==> src/rtl/branch_predict_ctrl.sv <==
// Decode-stage branch/jump resolution with a PC-indexed saturating-counter
// predictor consulted in fetch, plus saturating branch/mispredict statistics.
//
// Handshake note: there is no valid/ready pair here. stalld acts as an
// inverted "decode valid": when stalld=1 nothing in decode is resolved,
// the predictor table and statistics are not updated, and the registered
// fetch prediction (predtakend) is held.
module branch_predict_ctrl #(
  parameter int WIDTH = 32,
  parameter int IDX_W = 6,
  parameter int CTR_W = 2
) (
  input  logic             clk,
  input  logic             reset,
  input  logic             stalld,
  input  logic [WIDTH-1:0] pcf,
  input  logic [WIDTH-1:0] instrf,
  input  logic [WIDTH-1:0] pcd,
  input  logic [WIDTH-1:0] instrd,
  input  logic             equald,
  input  logic             clrstats,
  output logic             predtakenf,
  output logic [1:0]       pcsrcd,
  output logic             flushd,
  output logic [WIDTH-1:0] branchcnt,
  output logic [WIDTH-1:0] misscnt
);

  localparam int DEPTH = 1 << IDX_W;
  // Weakly-not-taken: the largest value whose MSB is still 0.
  localparam logic [CTR_W-1:0] CTR_INIT = CTR_W'((1 << (CTR_W - 1)) - 1);
  localparam logic [CTR_W-1:0] CTR_MAX  = '1;
  localparam logic [CTR_W-1:0] CTR_ONE  = CTR_W'(1);
  localparam logic [WIDTH-1:0] CNT_ONE  = WIDTH'(1);

  localparam logic [5:0] OP_BEQ = 6'b000100;
  localparam logic [5:0] OP_BNE = 6'b000101;
  localparam logic [5:0] OP_J   = 6'b000010;
  localparam logic [5:0] OP_JAL = 6'b000011;

  localparam logic [1:0] SRC_PC4    = 2'b00;
  localparam logic [1:0] SRC_BRANCH = 2'b01;
  localparam logic [1:0] SRC_JUMP   = 2'b10;
  localparam logic [1:0] SRC_RECOV  = 2'b11;

  logic [CTR_W-1:0] pred_table [DEPTH];
  logic             predtakend;

  logic [5:0]       opf, opd;
  logic [IDX_W-1:0] idxf, idxd;
  logic [CTR_W-1:0] ctrf, ctrd;
  logic             brf, beqd, bned, brd, jumpd, takend, resolve;

  // Only the opcode and index fields are consumed; the rest is folded here.
  logic unused_bits;
  assign unused_bits = ^{pcf, pcd, instrf, instrd};

  assign opf  = instrf[WIDTH-1 -: 6];
  assign opd  = instrd[WIDTH-1 -: 6];
  assign idxf = pcf[IDX_W+1:2];
  assign idxd = pcd[IDX_W+1:2];
  assign ctrf = pred_table[idxf];
  assign ctrd = pred_table[idxd];

  assign brf     = (opf == OP_BEQ) || (opf == OP_BNE);
  assign beqd    = (opd == OP_BEQ);
  assign bned    = (opd == OP_BNE);
  assign brd     = beqd || bned;
  assign jumpd   = (opd == OP_J) || (opd == OP_JAL);
  assign takend  = (beqd && equald) || (bned && !equald);
  // A branch in decode that actually resolves this cycle.
  assign resolve = brd && !stalld;

  // Fetch prediction reads the table as it stands (no bypass from decode).
  assign predtakenf = reset && brf && ctrf[CTR_W-1];

  // Decode resolution: pick the fetch PC source and flush on a redirect.
  always_comb begin
    pcsrcd = SRC_PC4;
    flushd = 1'b0;
    if (!stalld) begin
      if (jumpd) begin
        pcsrcd = SRC_JUMP;
        flushd = 1'b1;
      end else if (brd && takend && !predtakend) begin
        pcsrcd = SRC_BRANCH;
        flushd = 1'b1;
      end else if (brd && !takend && predtakend) begin
        pcsrcd = SRC_RECOV;
        flushd = 1'b1;
      end
    end
  end

  // Carry the fetch prediction into decode; a flushed fetch carries none.
  always_ff @(posedge clk) begin
    if (!reset) begin
      predtakend <= 1'b0;
    end else if (!stalld) begin
      predtakend <= flushd ? 1'b0 : predtakenf;
    end
  end

  // Train the counter of the resolving branch, saturating at both ends.
  always_ff @(posedge clk) begin
    if (!reset) begin
      for (int i = 0; i < DEPTH; i++) begin
        pred_table[i] <= CTR_INIT;
      end
    end else if (resolve) begin
      if (takend) begin
        if (ctrd != CTR_MAX) pred_table[idxd] <= ctrd + CTR_ONE;
      end else begin
        if (ctrd != '0) pred_table[idxd] <= ctrd - CTR_ONE;
      end
    end
  end

  // Saturating statistics; clrstats wins over a simultaneous increment.
  always_ff @(posedge clk) begin
    if (!reset || clrstats) begin
      branchcnt <= '0;
      misscnt   <= '0;
    end else if (resolve) begin
      if (branchcnt != '1) branchcnt <= branchcnt + CNT_ONE;
      if ((takend != predtakend) && (misscnt != '1)) misscnt <= misscnt + CNT_ONE;
    end
  end

endmodule

==> config.mk <==
export PLATFORM = sky130hd
export DESIGN_NAME = branch_predict_ctrl
export DESIGN_NICKNAME = d
export VERILOG_FILES = /design/src/rtl/branch_predict_ctrl.sv
export SDC_FILE = /design/constraint.sdc
export NUM_CORES = 1
export LEC_CHECK = 0
export CAP_MARGIN = 5
export CORE_MARGIN = 2
export CORE_UTILIZATION = 42
export CTS_CLUSTER_DIAMETER = 80
export DETAILED_ROUTE_END_ITERATION = 7
export MAX_ROUTING_LAYER = met4
export PLACE_DENSITY = 0.67
export SYNTH_ARGS = -nofsm -noshare
export SYNTH_HDL_FRONTEND = slang
export SYNTH_SLANG_ARGS = --single-unit
==> constraint.sdc <==
create_clock -name clk -period 5.2 [get_ports clk]
set_input_delay 1.04 -clock clk [delete_from_list [all_inputs] [get_ports clk]]
set_output_delay 1.04 -clock clk [all_outputs]
set_load 0.05 [all_outputs]
==> run summary <==
DRT Wirelength - 26,780 um
TritonCTS clock tree - built
Synth Warn # - 0
full die area - 0.02553 mm^2
CTS buffer count - 17
clock input transition at the sequential cells of the worst setup and hold paths - 90 ps
FMAX - 0.2051 GHz
Detailed Place HPWL - 17,220 um
Final period util - 93.75%
Synth Flop Type - edfxtp_1
first-pass GRT wire length - 42,790 um
Worst slew margin - 32.77%
hold slack final - 496.8 ps
initial antenna violation count - 1
syn_nets - 1,104
Die Ht - 159.8 um
xor/xnor share of the synthesized area - 4.812%
dpl cell area - 0.01147 mm^2
largest family of logic cells by synthesized area - simple AND/OR/NAND/NOR gates
layout cell share with drive strength beyond 1 - 11.52%
drc violations - 0
Req. time, crit path - 4160 ps
ANT nets after route - 0
Sum Neg Setup Slack - 0 ps
Synth top area share - 37.71%
Max Cap Viol - 0
post-CTS setup buffers - 0
post-synthesis cell area - 0.01019 mm^2
Row Count - 57
Startpoint Class - input port
post-route insts no fill - 1,367
Slew Viols, Final - 0
die span in x - 159.8 um
Pwr Total - 3.326 mW
Final Hold Fails - 0
Leakage - 3.634 nW
vias in the first global route - 7,853
initial DRC count - 680
Final Setup Violations - 0
crit-path most repeated cell - mux4_2
critical path class - in -> out
starting density of the core - 42.29%
Layout area overhead - 18.47%
CTS Hold Bufs - 0
Min-Delay Path Class - reg -> reg
final instance area - 0.01208 mm^2
CTS Buffer Depth - 2
Synth Area in Compound Gates - 7.487%
routability cong. - 0.8420
Post-synth EDFFs - 128
commonest non-fill, non-tap cell in the layout - edfxtp_1
most frequent cells in the layout - edfxtp_1 (128), nand3_1 (99), nand2_1 (97)
largest net degree at the start of global routing - 69
final net count - 1,165
Synth cell types - 63
biggest cell delay along the critical path - 550 ps
Synth Area in Adders - 0.3682%
GRT Total Usage - 21.78%
root buffer cell - clkbuf_16
core area - 0.02411 mm^2
pwr dens - 275.4 mW/mm^2
Async S/R FF share, synth - 0%
# H-tree levels - 4
Worst-Skew Late Latency - 450 ps
min Tclk post-route - 4875 ps
Arr. time, crit path - 3830 ps
unrepaired setup endpoints after global routing - false
Clock Skews - 14.71 ps
crit end category - primary output
placed cells - 1,334
Syn Inst Count - 968
worst-path cell chain - clkdlybuf4s50_1 > buf_12 > mux4_2 > mux4_2 > mux2_2 > o21ai_0 > nor4_1 > buf_4
slowest CP cell - mux4_2
mux contribution to synthesized area - 10.90%
Seq/Total Area, Yosys - 50.47%
drt pass-1 iters - 8
Avg WL per Cell - 19.59 um
maximum vdd drop - 0.2021 mV
Yosys reg bits - 193
simple-gate share of the synthesized area - 21.71%
# IOs - 201
CTS sink count - 193
total gr overflow - 0
Synth Area per Inst - 10.53 um^2
biggest area consumer among synthesized cells - edfxtp_1
vias after detailed routing - 8,029
worst-path fanout max - 16
worst slew pin tran - 994.4 ps
status - complete, no violations
drt via density - 5.873
Port Buffers - 95
Resized cells post-CTS - 0
top cells by area, synth - edfxtp_1 (38%), dfxtp_1 (13%), mux4_2 (5.3%)
-- cell type report --
| class | count | area (um^2) |
|---|---|---|
| Multi-Input combinational cell | 685 | 4653 |
| Sequential cell | 193 | 5145 |
| Timing Repair Buffer | 126 | 1241 |
| Antenna cell | 1 | 2.502 |
| Inverter | 6 | 22.52 |
| Fill cell | 2178 | 12030 |
| Tap cell | 324 | 405.4 |
| Clock inverter | 15 | 181.4 |
| Clock buffer | 17 | 425.4 |
-- Yosys cell counts, types with 11 or more instances --
| library cell | count |
|---|---|
| clkbuf_1 | 51 |
| nand3_1 | 99 |
| and3_1 | 16 |
| mux4_1 | 11 |
| a21oi_1 | 14 |
| nand4_1 | 15 |
| edfxtp_1 | 128 |
| mux4_2 | 24 |
| nor3_1 | 66 |
| xor2_1 | 46 |
| o21ai_0 | 72 |
| dfxtp_1 | 65 |
| and4_1 | 15 |
| mux2i_1 | 18 |
| nand2_1 | 98 |
| buf_2 | 16 |
| nor2_1 | 72 |
-- registers in the layout, indices dropped and copies added, names as in the netlist --
register,flops
misscnt,32
branchcnt,32
pred_table,128
predtakend,1
-- worst paths after layout --
kind                                   start                              end  slack [ps]  cells past startpoint
min reg2reg         misscnt[31]$_SDFFE_PP0P_         misscnt[31]$_SDFFE_PP0P_         500                      2
max                                   pcf[2]                       predtakenf         330                      8
min                 misscnt[31]$_SDFFE_PP0P_         misscnt[31]$_SDFFE_PP0P_         500                      2
max reg2reg  pred_table[21][0]$_SDFFCE_PN1P_  pred_table[14][1]$_SDFFCE_PN0P_        1890                      9
-- where the power goes --
group	leakage, nW	total, mW	internal (mW)	switching, mW
registers	1.64	1.66	1.65	0.0112
clock network	0.297	1.35	0.659	0.694
logic	1.70	0.317	0.112	0.206
total	3.63	3.33	2.42	0.911
-- routing by layer --
metal	up-vias	wire (um)	global-route usage (%)	share of wire (%)
met5	-	0	-	0
met4	0	531	7.125	2.0
met3	36	1548	3.377	5.8
met2	307	13340	35.48	50
met1	3973	11350	28.03	42
li1	3713	-	-	-
-- critical path: cells and delay by family --
| family | cells | cell delay (ps) |
|---|---|---|
| buf+inv | 3 | 930 |
| simple gates | 1 | 130 |
| compound gates | 1 | 390 |
| mux | 3 | 1350 |
-- metrics by stage --
step           util [%]  setup slack [ps]
2_1_floorplan         -             231.4
3_3_place_gp      47.57             291.5
3_5_place_dp      47.57             276.3
4_1_cts           50.09             267.1
5_1_grt           50.10             262.6
6_report          50.10             325.1
-- cells by family after synthesis --
group,count (synthesis)
AO/OA/AOI/OAI,127
multiplexers,62
adder cells (fa/ha/maj),3
buffers and inverters,90
AND/OR/NAND/NOR,437
XOR/XNOR,56
flip-flops,193
No activity file was read; power rests on OpenSTA's default activity.
